### src/rtl/pipelined_addsub.sv
// Pipelined adder/subtractor. Operands are captured on the accepting edge,
// then the carry chain is broken into STAGES registered CHUNK-wide slices.
// A single global enable stalls the whole pipeline when the output is held.
module pipelined_addsub #(
    parameter int WIDTH  = 16,
    parameter int STAGES = 4
) (
    input  logic             clk,
    input  logic             rst,
    input  logic             in_valid,
    output logic             in_ready,
    input  logic [WIDTH-1:0] a,
    input  logic [WIDTH-1:0] b,
    input  logic             carry_in,
    input  logic             sub,
    output logic             out_valid,
    input  logic             out_ready,
    output logic [WIDTH-1:0] sum,
    output logic             carry_out,
    output logic             overflow
);

    localparam int CHUNK = WIDTH / STAGES;

    // Level 0 is the operand capture register; level k+1 holds the beat after
    // slice k has been added. Operands are only needed up to the last stage.
    logic [STAGES-1:0][WIDTH-1:0] a_q, a_d;
    logic [STAGES-1:0][WIDTH-1:0] bx_q, bx_d;
    logic [STAGES:0][WIDTH-1:0]   s_q, s_d;
    logic [STAGES:0]              c_q, c_d;
    logic [STAGES:0]              v_q, v_d;
    logic                         ovf_q, ovf_d;
    logic                         en;
    logic [CHUNK:0]               slice_sum;

    // Operand slices below the current stage are already consumed and are
    // carried along only to keep the per-level words uniform.
    logic                         unused_consumed;
    assign unused_consumed = ^{a_q, bx_q};

    assign en        = !v_q[STAGES] || out_ready;
    assign in_ready  = en;
    assign out_valid = v_q[STAGES];
    assign sum       = s_q[STAGES];
    assign carry_out = c_q[STAGES];
    assign overflow  = ovf_q;

    // Next-state for every pipeline level: capture, per-slice add, shift.
    always_comb begin
        a_d       = '0;
        bx_d      = '0;
        s_d       = '0;
        c_d       = '0;
        v_d       = '0;
        slice_sum = '0;

        a_d[0]  = a;
        bx_d[0] = sub ? ~b : b;
        c_d[0]  = carry_in;
        v_d[0]  = in_valid;

        for (int k = 1; k < STAGES; k++) begin
            a_d[k]  = a_q[k-1];
            bx_d[k] = bx_q[k-1];
        end

        for (int k = 0; k < STAGES; k++) begin
            slice_sum = {1'b0, a_q[k][k*CHUNK +: CHUNK]}
                      + {1'b0, bx_q[k][k*CHUNK +: CHUNK]}
                      + {{CHUNK{1'b0}}, c_q[k]};
            s_d[k+1]                  = s_q[k];
            s_d[k+1][k*CHUNK +: CHUNK] = slice_sum[CHUNK-1:0];
            c_d[k+1]                  = slice_sum[CHUNK];
            v_d[k+1]                  = v_q[k];
        end

        // Same-sign operands producing an opposite-sign result.
        ovf_d = (a_q[STAGES-1][WIDTH-1] == bx_q[STAGES-1][WIDTH-1]) &&
                (s_d[STAGES][WIDTH-1] != a_q[STAGES-1][WIDTH-1]);
    end

    // Pipeline registers: cleared on reset, all levels advance together on en.
    always_ff @(posedge clk) begin
        if (rst) begin
            a_q   <= '0;
            bx_q  <= '0;
            s_q   <= '0;
            c_q   <= '0;
            v_q   <= '0;
            ovf_q <= 1'b0;
        end else if (en) begin
            a_q   <= a_d;
            bx_q  <= bx_d;
            s_q   <= s_d;
            c_q   <= c_d;
            v_q   <= v_d;
            ovf_q <= ovf_d;
        end
    end

endmodule

### config.mk
export PLATFORM = sky130hd
export DESIGN_NAME = pipelined_addsub
export DESIGN_NICKNAME = d
export VERILOG_FILES = /design/src/rtl/pipelined_addsub.sv
export SDC_FILE = /design/constraint.sdc
export NUM_CORES = 1
export LEC_CHECK = 0
export ABC_CLOCK_PERIOD_IN_PS = 2000
export CORE_MARGIN = 2
export CORE_UTILIZATION = 41
export CTS_CLUSTER_DIAMETER = 120
export DETAILED_ROUTE_END_ITERATION = 12
export GPL_TIMING_DRIVEN = 0
export SETUP_SLACK_MARGIN = 0.3
export SLEW_MARGIN = 40
export SYNTH_ARGS = -nofsm -noshare
export SYNTH_HDL_FRONTEND = slang
export SYNTH_SLANG_ARGS = --single-unit
### constraint.sdc
create_clock -name clk -period 2 [get_ports clk]
set_input_delay 0.4 -clock clk [delete_from_list [all_inputs] [get_ports clk]]
set_output_delay 0.4 -clock clk [all_outputs]
set_load 0.01 [all_outputs]
# After elaboration in Yosys (flattened, before gate mapping)
# Cells that the tools add are included.
[word_totals]
reg_bits = 179
inputBits = 38
output_inout_bits = 20
elab_cells = 30
[op_classes]
n_addsub = 8
eq_ne = 2
muxes = 1
bitwise = 1
n_reduce_logical = 3
[op_table]
columns = ["op", "n"]
rows = [
  ["$add 4x4->5", 4],
  ["$add 5x1->5", 4],
  ["$mux 16", 1],
  ["$not 16->16", 1],
  ["$eq 1x1->1", 1],
  ["$logic_and 1x1->1", 1],
  ["$logic_not 1->1", 1],
  ["$logic_or 1x1->1", 1],
  ["$ne 1x1->1", 1],
]

# Logic depth before layout (Yosys ltp)
# Gate-level depths: netlist (run 1).
[depth]
word_depth = 4
ltp_mapped = 6
depth_no_buf = 6

# Least setup slack after synthesis (run 1)
# No wires, ideal clock.
[synth_path]
path_type = "register to register"
from = "reg a_q[60] (netlist name)"
to = "reg c_q[4]"
setup_time_ns = 0.122
arrival_time_ns = 1.609
required_time_ns = 1.878
slack_ns = 0.269
stages_incl_launch_ff = 6
path_buffers = 0
period_less_slack_ns = 1.731
path_cell_list = "dfxtp_1 > fa_1 > fa_1 > a21o_1 > a211oi_1 > nor3_1"
[synth_via]
elab_chain_len = 2
[synth_lines]
columns = ["element", "line_no", "text"]
rows = [
  ["from (decl)", "27", "logic [STAGES-1:0][WIDTH-1:0] a_q, a_d;"],
  ["from (signal assigned)", "85", "a_q <= '0;"],
  ["from (signal assigned)", "92", "a_q <= a_d;"],
  ["$add 4x4->5", "69", "+ {1'b0, bx_q[k][k*CHUNK +: CHUNK]}"],
  ["$add 5x1->5", "70", "+ {{CHUNK{1'b0}}, c_q[k]};"],
  ["to (signal assigned)", "88", "c_q <= '0;"],
  ["to (signal assigned)", "95", "c_q <= c_d;"],
  ["to (decl)", "30", "logic [STAGES:0] c_q, c_d;"],
]
# Every way passes these cells.
# A chain may end at the register's enable or synchronous reset.

# Worst setup path after layout (run 1)
[layout_path]
from = "reg v_q[4]"
to = "out in_ready"
[layout_via]
elab_chain_len = 2
[layout_lines]
columns = ["element", "line_no", "text"]
rows = [
  ["from (decl)", "31", "logic [STAGES:0] v_q, v_d;"],
  ["from (signal assigned)", "96", "v_q <= v_d;"],
  ["$logic_not 1->1", "41", "assign en = !v_q[STAGES] || out_ready;"],
  ["$logic_or 1x1->1", "41", ""],
  ["to (decl)", "11", "output logic in_ready,"],
]
# Every way passes these cells.

==> metrics.md, run 1 <==
| Metric | Value |
|---|---|
| Row count | 41 |
| Clock sinks | 131 |
| Sequential area share after synthesis | 48.82% |
| Final Hold Fails | 0 |
| Final setup fails | 0 |
| # DRC | 0 |
| Final core utilization | 53.95% |
| Die area | 14,030 µm² |
| Average wire per standard cell | 14.70 µm |
| Clock Tree Buf Depth | 2 |
| Data arrival time of the critical path | 1.31 ns |
| Synth async-reset ratio | 0% |
| Vias post-DR | 4,330 |
| GRT Residual Overflow | 0 |
| Clock Pin Slew Worst Setup and Hold Paths | 0.06 ns |
| Hold/Removal Path Class | primary input to register |
| GRT Overall Usage | 19.65% |
| Ys flop type | dfxtp_1 |
| M3 GR Usage | 5.068% |
| Initial antenna violation count | 0 |
| WL final | 13.05 mm |
| Cts bufs inserted | 17 |
| Crit path kind | register to primary output |
| Input/output buffers | 56 |
| Synthesized area | 5371 µm² |
| Met1 GRT Util | 25.70% |
| Number of flops mapped to enable cells by yosys | 0 |
| Clock Latency Late Sink | 0.42 ns |
| Synth unique cells | 31 |
| First-pass GRT wire length | 21.45 mm |
| DIE HEIGHT | 118.5 µm |
| Synthesized net count | 679 |
| Synth-to-Final Area Change | 27.79% |
| Pwr Total | 6.307 mW |
| # IOs | 58 |
| PwrDens | 918.9 nW/µm² |
| Non-filler cells, final | 888 |
| Drt first pass iters | 4 |
| Max-slew violation count | 0 |
| Hold slack | 0.3924 ns |
| Die W | 118.5 µm |
| Cts hold-fix bufs | 0 |
| Layout cells sized above 1 | 16.76% |
| RSZ-0062 raised after global routing | yes |
| Final Cell Area | 6864 µm² |
| Pin slew with the least headroom to its limit | 0.5471 ns |
| Largest net degree at the start of global routing | 17 |
| GPL Wtd Cong | 0.9203 |
| Vias/cell | 4.876 |
| Htree depth | 4 |
| Leakage power | 2.915 nW |
| Most common cell after layout, fill and taps aside | nand2_1 |
| Req. time, crit path | 1.60 ns |
| Status | complete, no violations |
| GR Util met2 | 31.21% |
| Most frequent cells in the layout | nand2_1 (203), dfxtp_1 (127), a21oi_1 (105), clkdlybuf4s50_1 (36), buf_2 (31) |
| Root Buffer | clkbuf_16 |
| Final #Nets | 761 |
| Worst slew margin | 63.53% |
| Max-Cap Viols | 0 |
| Cells after DPL | 849 |
| Max frequency | 584.9 MHz |
| Post-DP HPWL | 9.314 mm |
| Syn_area_per_cell | 8.650 µm² |
| Synth warnings | 0 |
| Period utilisation layout | 85.49% |
| Post-DP Area | 6152 µm² |
| Antenna Violating Nets Remaining | 0 |
| Cells after synthesis | 621 |
| Clock skew | 0.006710 ns |
| Peak VDD IR | 0.0005085 V |
| CTS tree | yes |
| Initial Util | 42.22% |
| Iteration-0 DRC Markers | 243 |
| Startpoint types | register |
| Critical-path maximum fanout | 2 |
| Element type at the critical path end | primary output |
| Yosys reg bits | 131 |
| # diodes | 0 |
| Most used routing layer in global routing | met2 |
| Vias in the first global route | 4,237 |
| Total core area | 12,720 µm² |
| Post-route minimum period | 1.710 ns |
==> flip-flops by register name, indices dropped and copies added (netlist names) <==
register and flops:
a_d 36, a_q 4, v_q 5, bx_q 4, sum 16, c_q 5
overflow 1, s_d 24, bx_d 36
==> what timing repair did <==
item | 4_1_cts | 5_1_grt
gates resized for setup | 20 | 19
pin swaps | 4 | 6
setup buffers | 7 | 0
endpoints found under the setup margin | 9 | 18
==> cells in the mapped netlist, types with 4 or more instances <==
master	count	area [µm²]
a2111o_1	5	56.30
a211oi_2	21	262.8
a21oi_1	105	525.5
buf_2	31	155.2
buf_4	7	52.55
buf_6	6	67.56
dfxtp_1	131	2623
fa_1	8	160.2
ha_1	12	150.1
inv_1	6	22.52
nand2_1	203	762.0
nand3_1	5	25.02
nand3b_1	6	45.04
nor2_1	28	105.1
nor2b_1	4	25.02
xnor2_1	19	166.4
==> worst max-delay path, cell delays in order, from the launching register on <==
cell     delay (ns)
dfxtp_2        0.32
nor2b_4        0.17
inv_2          0.06
buf_8          0.12
buf_12         0.11
buf_6          0.11
==> area by class of cell <==
type	instances	area, µm²
inverters	7	26.28
multi-input cells	437	2467
flip-flops and latches	131	2628
clock inverters	13	135.1
repair buffers	63	639.4
clock buffers	19	452.9
plain buffers	46	300.3
fillers	1231	5858
well taps	172	215.2
==> power breakdown <==
part           switching, mW  internal (mW)  total, mW
clock network           1.15           1.89       3.04
logic                  0.216          0.227      0.443
registers             0.0804           2.74       2.82
==> logic make-up after synthesis <==
family,after synthesis,synth area share [%]
AOI/OAI and AO/OA,142,17.26
xor gates and xnor gates,20,3.261
adders and majority gates,20,5.777
buffers and inverters,53,5.753
DFF,131,48.82
and+or+nand+nor,255,19.12
==> final timing paths <==
kind                 from        to  slack, ns  cells past startpoint
setup / recovery   v_q[4]  in_ready       0.29                      5
hold / removal        sub  bx_d[18]       0.39                      3
setup reg to reg  a_q[60]    c_q[4]       0.34                      5
hold reg to reg    sum[1]    sum[1]       0.44                      2
==> through the flow <==
stage / worst slack (ns) / TNS [ns]
after floorplan: 0.3168 / 0
after global placement: -0.3676 / -0.6034
after detailed placement: -0.3761 / -0.8031
after CTS: 0.2550 / 0
after global routing: 0.2284 / 0
final: 0.2902 / 0
==> metal layers <==
layer	vias up	wire, µm
met3	12	660
met2	85	5946
met4	0	190
met5	-	0
li1	2218	-
met1	2015	6252
Note: power is estimated with default switching activity, not from simulation.
==> run 2, diff against run 1 <==
--- a/config.mk
+++ b/config.mk
@@ -5,6 +5,7 @@
 export SDC_FILE = /design/constraint.sdc
 export NUM_CORES = 1
 export LEC_CHECK = 0
+export ABC_AREA = 1
 export ABC_CLOCK_PERIOD_IN_PS = 2000
 export CORE_MARGIN = 2
 export CORE_UTILIZATION = 41
==> run 2 against run 1 <==
  * Flip-flop and latch count did not move
  * Global-route usage fell by 0.17 points
  * Worst hold slack got worse by 0.023 ns
  * Clock power rose by 4%
  * Register-to-register slack improved by 0.03 ns
  * Cell area down 2.9%
  * Setup slack improved by 0.014 ns
  * Die area shrank 3.0%
  * Combinational power is 5.9% higher
  * Critical path depth increased by 1
  * Highest routed layer unchanged
==> metrics.md, run 2 <==
| Metric | Value |
|---|---|
| Iteration-0 DRC Markers | 212 (-13%) |
| Vias post-DR | 4,315 (-0.35%) |
| Most common cell after layout, fill and taps aside | nor2_1 |
| PwrDens | 974.3 nW/µm² (+6.0%) |
| Post-route minimum period | 1.696 ns (-0.01367 ns) |
| Most frequent cells in the layout | nor2_1 (194), dfxtp_1 (130), o21ai_0 (128), a21oi_1 (40), clkdlybuf4s50_1 (35) |
| Max-slew violation count | 0 (unchanged) |
| Share of the synthesized area in the top cell type | 50.41% (+1.6 points) |
| Synthesized area | 5202 µm² (-3.1%) |
| Clock sinks | 131 (unchanged) |
| Syn_area_per_cell | 8.129 µm² (-6.0%) |
| Clock skew | 0.006654 ns (-0.00005640 ns) |
| Cells after synthesis | 640 (+3.1%) |
| Cell taking the most area after synthesis | dfxtp_1 |
| Cts hold-fix bufs | 0 (unchanged) |
| Startpoint types | register |
| WL final | 12.36 mm (-5.3%) |
| Leakage power | 3.323 nW (+14%) |
| GRT Overall Usage | 19.48% (-0.17 points) |
| Vias/cell | 4.768 (-2.2%) |
| Synthesized net count | 698 (+2.8%) |
| Input/output buffers | 56 (unchanged) |
| Average wire per standard cell | 13.66 µm (-7.0%) |
| Synth area leaders | dfxtp_1 (50%), nor2_1 (14%), o21ai_0 (12%), a21oi_1 (3.8%), fa_1 (3.1%) |
| Cts bufs inserted | 17 (unchanged) |
| R2r endpoint | sum[14] |
| GRT Residual Overflow | 0 (unchanged) |
| Initial antenna violation count | 0 (unchanged) |
| Clock Tree Buf Depth | 2 (unchanged) |
| Critical path depth | 6 (+1) |
| Flop2flop setup slack | 0.37 ns (+0.03 ns) |
| RSZ-0062 raised after global routing | yes |
| Drt first pass iters | 4 (unchanged) |
| Root Buffer | clkbuf_16 |
| Layout cells sized above 1 | 10.23% (-6.5 points) |
| # IOs | 58 (unchanged) |
| Largest net degree at the start of global routing | 17 (unchanged) |
| CTS tree | yes |
| GPL Wtd Cong | 0.8410 (-8.6%) |
| Total core area | 12,520 µm² (-1.6%) |
| Worst Reg2Reg Path Length in Cells | 4 (-1) |
| Sequential area share after synthesis | 50.41% (+1.6 points) |
| Synth warnings | 0 (unchanged) |
| Worst Setup EP | in_ready |
| Final #Nets | 778 (+2.2%) |
| Slowest-stage cell, CP | dfxtp_2 |
| Req. time, crit path | 1.60 ns (about the same) |
| DIE HEIGHT | 116.6 µm (-1.5%) |
| Wire length on met3 | 536 µm (-19%) |
| Element type at the critical path end | primary output |
| Clock Pin Slew Worst Setup and Hold Paths | 0.06 ns (about the same) |
| Pin slew with the least headroom to its limit | 0.5549 ns (+0.007784 ns) |
| Crit. Startpoint | v_q[4] |
| Final core utilization | 53.24% (-0.71 points) |
| Number of flops mapped to enable cells by yosys | 0 (unchanged) |
| # DRC | 0 (unchanged) |
| Data arrival time of the critical path | 1.30 ns (about the same) |
| Final Cell Area | 6664 µm² (-2.9%) |
| Final setup fails | 0 (unchanged) |
| Htree depth | 4 (unchanged) |
| Yosys reg bits | 131 (unchanged) |
| Critical path cell sequence | inv_2 -> nor2_2 -> inv_2 -> buf_6 -> buf_8 -> buf_6 |
| Delay-heaviest family, CP | buffers and inverters |
| Peak VDD IR | 0.0005175 V (+1.8%) |
| Count leader, synth | nor2_1 |
| Vias in the first global route | 4,139 (-2.3%) |
| # diodes | 0 (unchanged) |
| Pwr Total | 6.493 mW (+2.9%) |
| Hold slack | 0.3694 ns (-0.02305 ns) |
| Post-DP Area | 5978 µm² (-2.8%) |
| Critical-path maximum fanout | 2 (unchanged) |
| Largest stage delay on the critical path | 0.33 ns (about the same) |
| Synth-to-Final Area Change | 28.09% |
| Clock Latency Late Sink | 0.42 ns (about the same) |
| Worst slew margin | 63.01% (-0.52 points) |
| Initial Util | 41.56% (-0.66 points) |
| Crit path buffers/inverters | 5 (+1) |
| Crit path kind | register to primary output |
| FF-to-FF Start | a_q[60] |
| Final Hold Fails | 0 (unchanged) |
| Die area | 13,610 µm² (-3.0%) |
| Max frequency | 589.6 MHz (+0.81%) |
| Period utilisation layout | 84.81% (-0.68 points) |
| Status | complete, no violations |
| Post-DP HPWL | 8.832 mm (-5.2%) |
| Ys flop type | dfxtp_1 |
| Top Metal Used | met4 |
| Die W | 116.6 µm (-1.5%) |
| M1 wire length | 5.698 mm (-8.9%) |
| Antenna Violating Nets Remaining | 0 (unchanged) |
| Synth unique cells | 24 (-23%) |
| First-pass GRT wire length | 20.12 mm (-6.2%) |
| Row count | 41 (unchanged) |
| Commonest cells in the netlist | nor2_1 (194), dfxtp_1 (131), o21ai_0 (128) |
| Max-Cap Viols | 0 (unchanged) |
| Synth async-reset ratio | 0% (unchanged) |
| Hold/Removal Path Class | primary input to register |
| Metal2 WL | 5.906 mm (-0.67%) |
==> run 2: changes by cell type in the layout (fill, tap and decap cells not counted), moves of 12 or more <==
| cell | delta |
|---|---|
| nor2_1 | +166 |
| clkbuf_1 | +14 |
| a211oi_2 | -23 |
| o21ai_0 | +126 |
| nand2_1 | -185 |
| a21oi_1 | -65 |
| inv_1 | +17 |
| buf_2 | -12 |
==> run 2: cells by family (layout without fill, tap and decap cells) <==
logic type,after synthesis,count (layout),synth area share (%)
AOI/OAI and AO/OA,171,171,16.57
adders and majority gates,20,20,5.964
buffers and inverters,70,163,6.806
and+or+nand+nor,228,228,16.88
DFF,131,131,50.41
xor gates and xnor gates,20,20,3.367
==> run 2: worst min path at each step <==
stage | start | to | slack, ns | cells after the start
floorplan | bx_d[21] | bx_d[37] | 0.42 | 2
global placement | bx_d[21] | bx_d[37] | 0.44 | 2
detailed placement | v_q[3] | v_q[3] | 0.45 | 2
CTS | sub | bx_d[16] | 0.36 | 3
global route | sub | bx_d[16] | 0.37 | 3
finish | sub | bx_d[16] | 0.37 | 3
==> run 2: cell type report <==
class / instances / area [µm²]
Buffer: 44 / 266.5
Inverter: 26 / 97.59
Tap cell: 172 / 215.2
Fill cell: 1217 / 5853
Multi-Input combinational cell: 439 / 2228
Timing Repair Buffer: 61 / 630.6
Clock inverter: 13 / 158.9
Sequential cell: 131 / 2624
Clock buffer: 19 / 442.9
==> run 2: per-stage QoR <==
stage | setup TNS (ns) | cells | setup slack [ns]
6_report | 0 | 905 | 0.3039
3_5_place_dp | -0.5170 | 868 | -0.4849
4_1_cts | 0 | 904 | 0.2647
5_1_grt | 0 | 905 | 0.2532
3_3_place_gp | -0.5131 | 868 | -0.5021
2_1_floorplan | 0 | 640 | 0.4422
==> run 2: layer usage <==
metal / up-vias / track usage, %
met5: - / 0
met4: 0 / 7.529
met3: 19 / 4.930
met2: 78 / 32.52
met1: 1984 / 24.32
li1: 2234 / -
==> run 2: timing repair <==
action	CTS	global route
endpoints found under the setup margin	5	18
pin swaps	1	1
gates cloned	0	0
gates resized for setup	14	17
setup buffers	4	1
==> run 2: worst register-to-register path: stages, from the launching register on <==
cell and delay (ns):
dfxtp_1 0.33, fa_1 0.48, fa_1 0.43, xnor2_1 0.19, a21oi_1 0.09
==> run 2: report_power, final <==
part | internal, mW | switching [mW]
clock network | 1.99 | 1.17
registers | 2.77 | 0.0902
logic | 0.230 | 0.239
